===== config.mk =====
export PLATFORM = sky130hd
export DESIGN_NAME = mbus_axi_write_bridge
export DESIGN_NICKNAME = d
export VERILOG_FILES = /design/src/rtl/mbus_axi_write_bridge.sv
export SDC_FILE = /design/constraint.sdc
export NUM_CORES = 1
export LEC_CHECK = 0
export CAP_MARGIN = 15
export CELL_PAD_IN_SITES_DETAIL_PLACEMENT = 1
export CELL_PAD_IN_SITES_GLOBAL_PLACEMENT = 1
export CORE_MARGIN = 1.5
export CORE_UTILIZATION = 49
export CTS_CLUSTER_SIZE = 20
export DETAILED_ROUTE_END_ITERATION = 8
export GPL_ROUTABILITY_DRIVEN = 0
export PLACE_DENSITY_LB_ADDON = 0.05
export SETUP_SLACK_MARGIN = 0.4
export SYNTH_ARGS = -nofsm -noshare
export SYNTH_HDL_FRONTEND = slang
export SYNTH_SLANG_ARGS = --single-unit

===== constraint.sdc =====
create_clock -name i_axi_aclk -period 8.8 [get_ports i_axi_aclk]
set_clock_uncertainty 0.1 [all_clocks]
set_input_delay 1.76 -clock i_axi_aclk [delete_from_list [all_inputs] [get_ports i_axi_aclk]]
set_output_delay 1.76 -clock i_axi_aclk [all_outputs]
set_load 0.005 [all_outputs]

===== src/rtl/mbus_axi_write_bridge.sv =====
`default_nettype none
// ============================================================================
// mbus_axi_write_bridge
// Converts one granted mbus write burst into one AXI4 INCR write burst.
// Revision: 1.0
// ============================================================================
module mbus_axi_write_bridge #(
   parameter int CTRL_ADDR_WIDTH = 28,
   parameter int MEM_DQ_WIDTH    = 16,
   parameter int BURST_LENGTH    = 8,
   parameter int BURST_BEATS     = 16,
   parameter int RD_LATENCY      = 1,
   parameter int BUF_DEPTH       = 4,
   parameter int GAP_CYCLES      = 3,
   localparam int DW             = MEM_DQ_WIDTH * BURST_LENGTH
) (
   input  logic                       i_axi_aclk,
   input  logic                       i_rst,
   input  logic                       i_mbus_wrq,
   input  logic [CTRL_ADDR_WIDTH-1:0] i_mbus_waddr,
   input  logic [DW-1:0]              i_mbus_wdata,
   input  logic                       i_mbus_wready,
   output logic                       o_mbus_wdata_rq,
   output logic                       o_mbus_wbusy,
   output logic                       o_mbus_wsel,
   output logic [CTRL_ADDR_WIDTH-1:0] o_axi_awaddr,
   output logic [7:0]                 o_axi_awlen,
   output logic                       o_axi_awvalid,
   input  logic                       i_axi_awready,
   output logic [DW-1:0]              o_axi_wdata,
   output logic [DW/8-1:0]            o_axi_wstrb,
   output logic                       o_axi_wlast,
   output logic                       o_axi_wvalid,
   input  logic                       i_axi_wready,
   input  logic [1:0]                 i_axi_bresp,
   input  logic                       i_axi_bvalid,
   output logic                       o_axi_bready,
   output logic                       o_wr_err
);

   localparam int CW = $clog2(BURST_BEATS) + 1;
   localparam int PW = $clog2(BUF_DEPTH);
   localparam int BW = PW + 1;
   localparam int GW = $clog2(GAP_CYCLES) + 1;
   localparam logic [CW-1:0] BEATS_C  = CW'(BURST_BEATS);
   localparam logic [CW-1:0] LAST_C   = CW'(BURST_BEATS - 1);
   localparam logic [BW:0]   DEPTH_C  = (BW + 1)'(BUF_DEPTH);
   localparam logic [GW-1:0] GAP_LAST = GW'(GAP_CYCLES - 1);

   typedef enum logic [2:0] {
      IDLE  = 3'd0,
      GRANT = 3'd1,
      XFER  = 3'd2,
      RESP  = 3'd3,
      GAP   = 3'd4
   } state_t;

   state_t                state;
   logic [CW-1:0]         req_cnt;
   logic [CW-1:0]         beat_cnt;
   logic [GW-1:0]         gap_cnt;
   logic                  aw_done;
   logic                  w_done;
   logic [BW-1:0]         buf_cnt;
   logic [BW-1:0]         inflight;
   logic [PW-1:0]         wr_ptr;
   logic [PW-1:0]         rd_ptr;
   logic [RD_LATENCY-1:0] rq_pipe;
   logic [DW-1:0]         mem [BUF_DEPTH];

   logic                  rq;
   logic                  capture;
   logic                  pop;
   logic                  aw_fire;
   logic                  last_fire;
   logic [BW:0]           occ;

   // Reserve a buffer slot for every read still in flight so a capture can never overflow.
   assign occ       = {1'b0, buf_cnt} + {1'b0, inflight};
   assign rq        = (state == XFER) && (req_cnt < BEATS_C) && (occ < DEPTH_C);
   assign capture   = rq_pipe[RD_LATENCY-1];
   assign pop       = o_axi_wvalid && i_axi_wready;
   assign aw_fire   = o_axi_awvalid && i_axi_awready;
   assign last_fire = pop && o_axi_wlast;

   assign o_mbus_wdata_rq = rq;
   assign o_axi_wvalid    = (buf_cnt != '0);
   assign o_axi_wdata     = o_axi_wvalid ? mem[rd_ptr] : '0;
   assign o_axi_wstrb     = {(DW/8){o_axi_wvalid}};
   assign o_axi_wlast     = o_axi_wvalid && (beat_cnt == LAST_C);

   always_ff @(posedge i_axi_aclk) begin
      if (capture) begin
         mem[wr_ptr] <= i_mbus_wdata;
      end
   end

   always_ff @(posedge i_axi_aclk) begin
      if (i_rst) begin
         rq_pipe  <= '0;
         buf_cnt  <= '0;
         inflight <= '0;
         wr_ptr   <= '0;
         rd_ptr   <= '0;
      end else begin
         rq_pipe  <= RD_LATENCY'({rq_pipe, rq});
         inflight <= inflight + BW'(rq) - BW'(capture);
         buf_cnt  <= buf_cnt + BW'(capture) - BW'(pop);
         if (capture) begin
            wr_ptr <= wr_ptr + PW'(1);
         end
         if (pop) begin
            rd_ptr <= rd_ptr + PW'(1);
         end
      end
   end

   always_ff @(posedge i_axi_aclk) begin
      if (i_rst) begin
         state         <= IDLE;
         o_mbus_wsel   <= 1'b0;
         o_mbus_wbusy  <= 1'b0;
         o_axi_awvalid <= 1'b0;
         o_axi_awaddr  <= '0;
         o_axi_awlen   <= '0;
         o_axi_bready  <= 1'b0;
         o_wr_err      <= 1'b0;
         req_cnt       <= '0;
         beat_cnt      <= '0;
         gap_cnt       <= '0;
         aw_done       <= 1'b0;
         w_done        <= 1'b0;
      end else begin
         o_mbus_wsel <= 1'b0;
         o_wr_err    <= 1'b0;
         if (rq) begin
            req_cnt <= req_cnt + CW'(1);
         end
         if (pop) begin
            beat_cnt <= beat_cnt + CW'(1);
         end
         if (aw_fire) begin
            o_axi_awvalid <= 1'b0;
            aw_done       <= 1'b1;
         end
         if (last_fire) begin
            w_done <= 1'b1;
         end
         case (state)
            IDLE: begin
               if (i_mbus_wrq && i_mbus_wready) begin
                  o_axi_awaddr  <= i_mbus_waddr;
                  o_axi_awlen   <= 8'(BURST_BEATS - 1);
                  o_axi_awvalid <= 1'b1;
                  o_mbus_wsel   <= 1'b1;
                  o_mbus_wbusy  <= 1'b1;
                  aw_done       <= 1'b0;
                  w_done        <= 1'b0;
                  state         <= GRANT;
               end
            end
            GRANT: begin
               req_cnt  <= '0;
               beat_cnt <= '0;
               state    <= XFER;
            end
            XFER: begin
               // AW and the final W beat may complete in either order or together.
               if ((aw_done || aw_fire) && (w_done || last_fire)) begin
                  o_axi_bready <= 1'b1;
                  state        <= RESP;
               end
            end
            RESP: begin
               if (i_axi_bvalid) begin
                  o_axi_bready <= 1'b0;
                  o_mbus_wbusy <= 1'b0;
                  o_wr_err     <= (i_axi_bresp != 2'b00);
                  gap_cnt      <= '0;
                  state        <= GAP;
               end
            end
            GAP: begin
               if (gap_cnt == GAP_LAST) begin
                  state <= IDLE;
               end else begin
                  gap_cnt <= gap_cnt + GW'(1);
               end
            end
            default: state <= IDLE;
         endcase
      end
   end

endmodule
`default_nettype wire

=== Word level (Yosys, flattened, before mapping) ===
Memories as Yosys holds them, arrays and structs flattened. A register that Yosys moved wholly into a read port is not among the register bits.
Cells that the tools add are included.

* Register bits after elaboration: 63
* Bits in writable memories: 512
* Input bits: 165
* Output and inout port bits: 188
* Memories: 1

{| class="wikitable"
|+ Memory list
! name !! depth !! width !! rd ports !! clocked after Yosys merged registers in !! write ports !! RTL line !! source
|-
| mem || 4 || 128 || 1 || 1 || 1 || 69 || <nowiki>logic [DW-1:0] mem [BUF_DEPTH];</nowiki>
|}

* $add $sub $neg: 10
* Magnitude comparators: 2
* Equal/unequal tests: 11
* Mux-type cells: 28
* Bitwise operators: 3
* Reduce and logical (&&, ||, !) cells: 24

{| class="wikitable"
|+ Operators by type and width
! operator !! count
|-
| two-way mux 128 bit || 1
|-
| two-way mux 3 bit || 6
|-
| two-way mux 1 bit || 15
|-
| case mux 3 bit (5 select lines) || 1
|-
| adder 5 x 1 -> 5 bit (second input constant) || 2
|-
| == test 3 x 2 -> 1 bit (second input constant) || 3
|-
| AND reduction 3 bit || 3
|-
| logical AND 1 bit || 8
|-
| != test 2 bit (second input constant) || 4
|-
| nonzero test 2 bit || 4
|-
| adder 3 x 1 -> 3 bit || 2
|-
| case mux 3 bit (2 select lines) || 1
|-
| subtractor 3 x 1 -> 3 bit || 2
|-
| == test 5 x 4 -> 1 bit (second input constant) || 1
|-
| < comparator 5 bit (second input constant) || 1
|-
| adder 2 x 1 -> 2 bit (second input constant) || 2
|-
| adder 3 x 3 -> 4 bit || 1
|-
| < comparator 4 x 3 -> 1 bit (second input constant) || 1
|-
| two-way mux 2 bit || 2
|-
| case mux 1 bit (2 select lines) || 2
|-
| AND reduction 4 bit || 1
|-
| OR reduction 2 bit || 2
|-
| adder 3 x 1 -> 3 bit (second input constant) || 1
|-
| == test 3 x 1 -> 1 bit (second input constant) || 1
|-
| other kinds (8) || 11
|}

=== Longest topological paths before layout ===
* Word-level depth: 7
* Mapped depth: 9
* Gate-level depth less buffers: 8

=== Worst setup path before layout ===
Ideal clock, no wire load.

* Path kind: reg-to-reg
* From: reg wr_ptr[0]
* To: mem mem[0][0] (netlist name), enable pin
* Library setup time: 502 ps
* Arrival time: 3480 ps
* Setup slack: 4718 ps
* Cell stages (with the launch flop): 4
* Buffers on the path: 0
* Period minus slack after synthesis: 4082 ps
* Cells stage by stage: dfxtp_1 -> inv_1 -> ha_1 -> and2_1

{| class="wikitable"
|+ RTL lines
! what !! RTL line !! source
|-
| start, declared || 66 || <nowiki>logic [PW-1:0] wr_ptr;</nowiki>
|-
| start signal, assigned || 110 || <nowiki>wr_ptr <= wr_ptr + PW'(1);</nowiki>
|-
| end, declared || 69 ||
|}

Straight into the memory's write port.

==> impl_metrics.py <==
metrics = {
    "outcome": {
        "outcome": "finished clean",
    },
    "synth": {
        "ys_seq_elements": 577,
        "ys_async_sr_fraction_pct": 0,
        "ys_warn_count": 0,
        "synth.avg_cell_area_um2": 19.4,
        "ys_seq_area_share_pct": 75.5,
        "synth_edf_count": 512,
        "netlist_area_um2": 22100,
        "yosysTopAreaCell": "edfxtp_1",
        "synth_cell_types": 43,
        "yosysMostFrequentCell": "edfxtp_1",
        "ys_top_cells_by_count": "512 x edfxtp_1, 133 x and2_1, 128 x mux4_2, 65 x dfxtp_1, 59 x nand2_1",
        "syn-instance-count": 1136,
        "synthTopCellsByArea": "edfxtp_1 70%, mux4_2 13%, dfxtp_1 5.9%, and2_1 3.8%, nand2_1 1.0%",
        "yosys.area.top_type_share_pct": 69.6,
        "synth_flop_cell": "edfxtp_1",
    },
    "die": {
        "die_area_um2": 46400,
        "initial_core_util_pct": 49.8,
        "num_rows": 77,
        "core_area_um2": 44300,
        "die_h_um": 215,
        "die_x_um": 215,
        "ioPinCount": 353,
    },
    "worst_setup_path": {
        "worstPathMaxFanout": 80,
        "worst-endpoint-required_ns": 6.94,
        "reg2reg_from": "buf_cnt[1]$_SDFF_PP0_",
        "critPathCaptureType": "output port",
        "start_kind": "flip-flop",
        "crit_arrival_ns": 3.62,
        "worstSetupPathType": "reg -> out",
    },
    "clock_network": {
        "clk_pin_slew_ns": 0.06,
        "clock_latency_ns": 0.63,
        "cts_buffers": 57,
        "ctsLongestPathBuffers": 3,
        "htree_levels": 2,
        "hold_buffers": 0,
        "postCtsSetupBuffers": 0,
        "cts.sinks": 577,
        "root_buffer": "clkbuf_16",
        "cts_tree": "done",
        "post_cts_resized": 0,
    },
    "timing": {
        "final.period_utilization_pct": 62.3,
        "rsz0062_at_grt": "no",
        "hold_viol": 0,
        "post-route-min-period_ns": 5.48,
        "fmax_ghz": 0.182,
        "relSlewSlack_pct": 25.9,
        "setup_viol": 0,
        "tns_ns": 0,
        "tightest_slew_ns": 1.11,
        "holdWs_ns": 0.352,
        "slew_viol_final": 0,
    },
    "grt": {
        "grt_pass1_vias": 12170,
        "antenna_found_initial": 6,
        "grt_max_degree": 84,
        "grt.total_usage_pct": 21.6,
        "grt_overflow": 0,
        "grt_pass1_wl_um": 75000,
    },
    "layout": {
        "fin_nets": 1658,
        "syn_to_final_growth_pct": 25.8,
        "num-fill-cells": 3822,
        "postLayoutCellArea_um2": 27800,
        "drive_above_1_share_pct": 15.7,
    },
    "route": {
        "drt_iter0_drc": 693,
        "via_count": 11212,
        "first_pass_iters": 5,
        "via_per_inst": 5.30,
        "routedWlPerCell_um": 23.3,
        "ant_nets": 0,
        "remaining_drc_errors": 0,
        "routed_wl_um": 49300,
    },
    "power": {
        "peakVddDrop_v": 0.000183,
        "power_leakage_uw": 0.00891,
        "pwr_density_cell_nw_per_um2": 263,
        "total_power_uw": 7320,
    },
    "placed_design": {
        "dp_hpwl_um": 29900,
        "io_buffers": 348,
        "place_area_um2": 26000,
    },
    "min_path": {
        "hp-class": "reg -> reg",
        "hold_path_startpoint": "o_axi_awaddr[26]$_SDFFE_PP0P_",
    },
    "flow_run": {
        "maxCapViolations": 0,
    },
}
-- cell type report --
| class | count | area [um2] | area share [%] |
|---|---|---|---|
| antenna | 2 | 5.00 | 0.0180 |
| clock buffer | 72 | 1540 | 5.52 |
| clock inverter | 33 | 239 | 0.860 |
| inverter | 15 | 56.3 | 0.203 |
| multi-input combinational | 464 | 4950 | 17.8 |
| sequential | 577 | 16700 | 60.0 |
| tap | 592 | 741 | 2.66 |
| timing repair buffer | 361 | 3590 | 12.9 |
-- worst paths after layout --
check	end	slack, ns	depth (start not counted)
max	o_axi_wdata[91]	3.32	4
min	o_axi_awaddr[26]$_SDFFE_PP0P_	0.35	2
max reg2reg	buf_cnt[2]$_SDFF_PP0_	6.35	8
min reg2reg	o_axi_awaddr[26]$_SDFFE_PP0P_	0.35	2
-- worst max-delay path: stages, from the launching register on --
cell             delay [ns]
dfxtp_4                1.02
buf_12                 0.60
mux4_2                 0.58
and2_1                 0.16
clkdlybuf4s50_1        0.52
-- power by group --
group	internal, uW	switching [uW]	total [uW]
registers	3030	102	3130
logic	1150	728	1880
clock network	1300	1010	2310
total	5470	1840	7320
-- routing by layer --
layer	track usage, %	vias up	wire length [um]
li1	-	5069	-
met1	28.5	5799	20300
met2	36.4	264	25400
met3	4.95	70	2580
met4	5.73	10	1010
met5	0	-	62
-- placed cells by master (no fill, tap or decap), types with 3 or more instances in the layout --
cell,Yosys,routed
edfxtp_1,512,512
clkdlybuf4s50_1,0,347
and2_1,133,129
mux4_2,128,128
dfxtp_1,65,63
nand2_1,59,59
clkbuf_16,0,58
a21oi_1,33,33
nor2_1,30,30
inv_1,15,15
ha_1,15,15
clkinv_2,0,13
buf_4,25,12
clkinv_1,0,10
clkbuf_1,24,10
xnor2_1,9,9
nor2b_1,6,6
nand3_1,4,4
and2_4,0,4
xor2_1,4,4
o21ai_0,4,4
mux2i_1,4,4
conb_1,1,4
nor3_1,3,3
nor3b_1,3,3
clkbuf_8,0,3
-- kinds of logic after synthesis --
logic type               Yosys count  synth area share [%]
buffers and inverters             98                  2.26
AO/OA/AOI/OAI                     45                  1.10
multiplexers                     132                  13.2
other                              1                0.0170
adder cells (fa/ha/maj)           17                  1.03
AND/OR/NAND/NOR                  253                  6.34
flip-flops                       577                  75.5
XOR/XNOR                          13                 0.515
-- metrics by stage --
step	util [%]	instances	setup WS, ns
after floorplan	-	1139	4.72
after CTS	62.7	2114	3.18
after global routing	62.7	2115	3.00
after global placement	58.7	2009	3.85
final	62.7	2116	3.32
after detailed placement	58.7	2009	3.86
-- registers in the layout, summed over array words and instances, names as in the netlist, 2 cells and up, named ones only --
signal,flops
mem,512
o_axi_awaddr,28
beat_cnt,5
req_cnt,5
buf_cnt,3
gap_cnt,3
inflight,3
state,3
rd_ptr,2
wr_ptr,2
(Power assumes the default switching activity.)
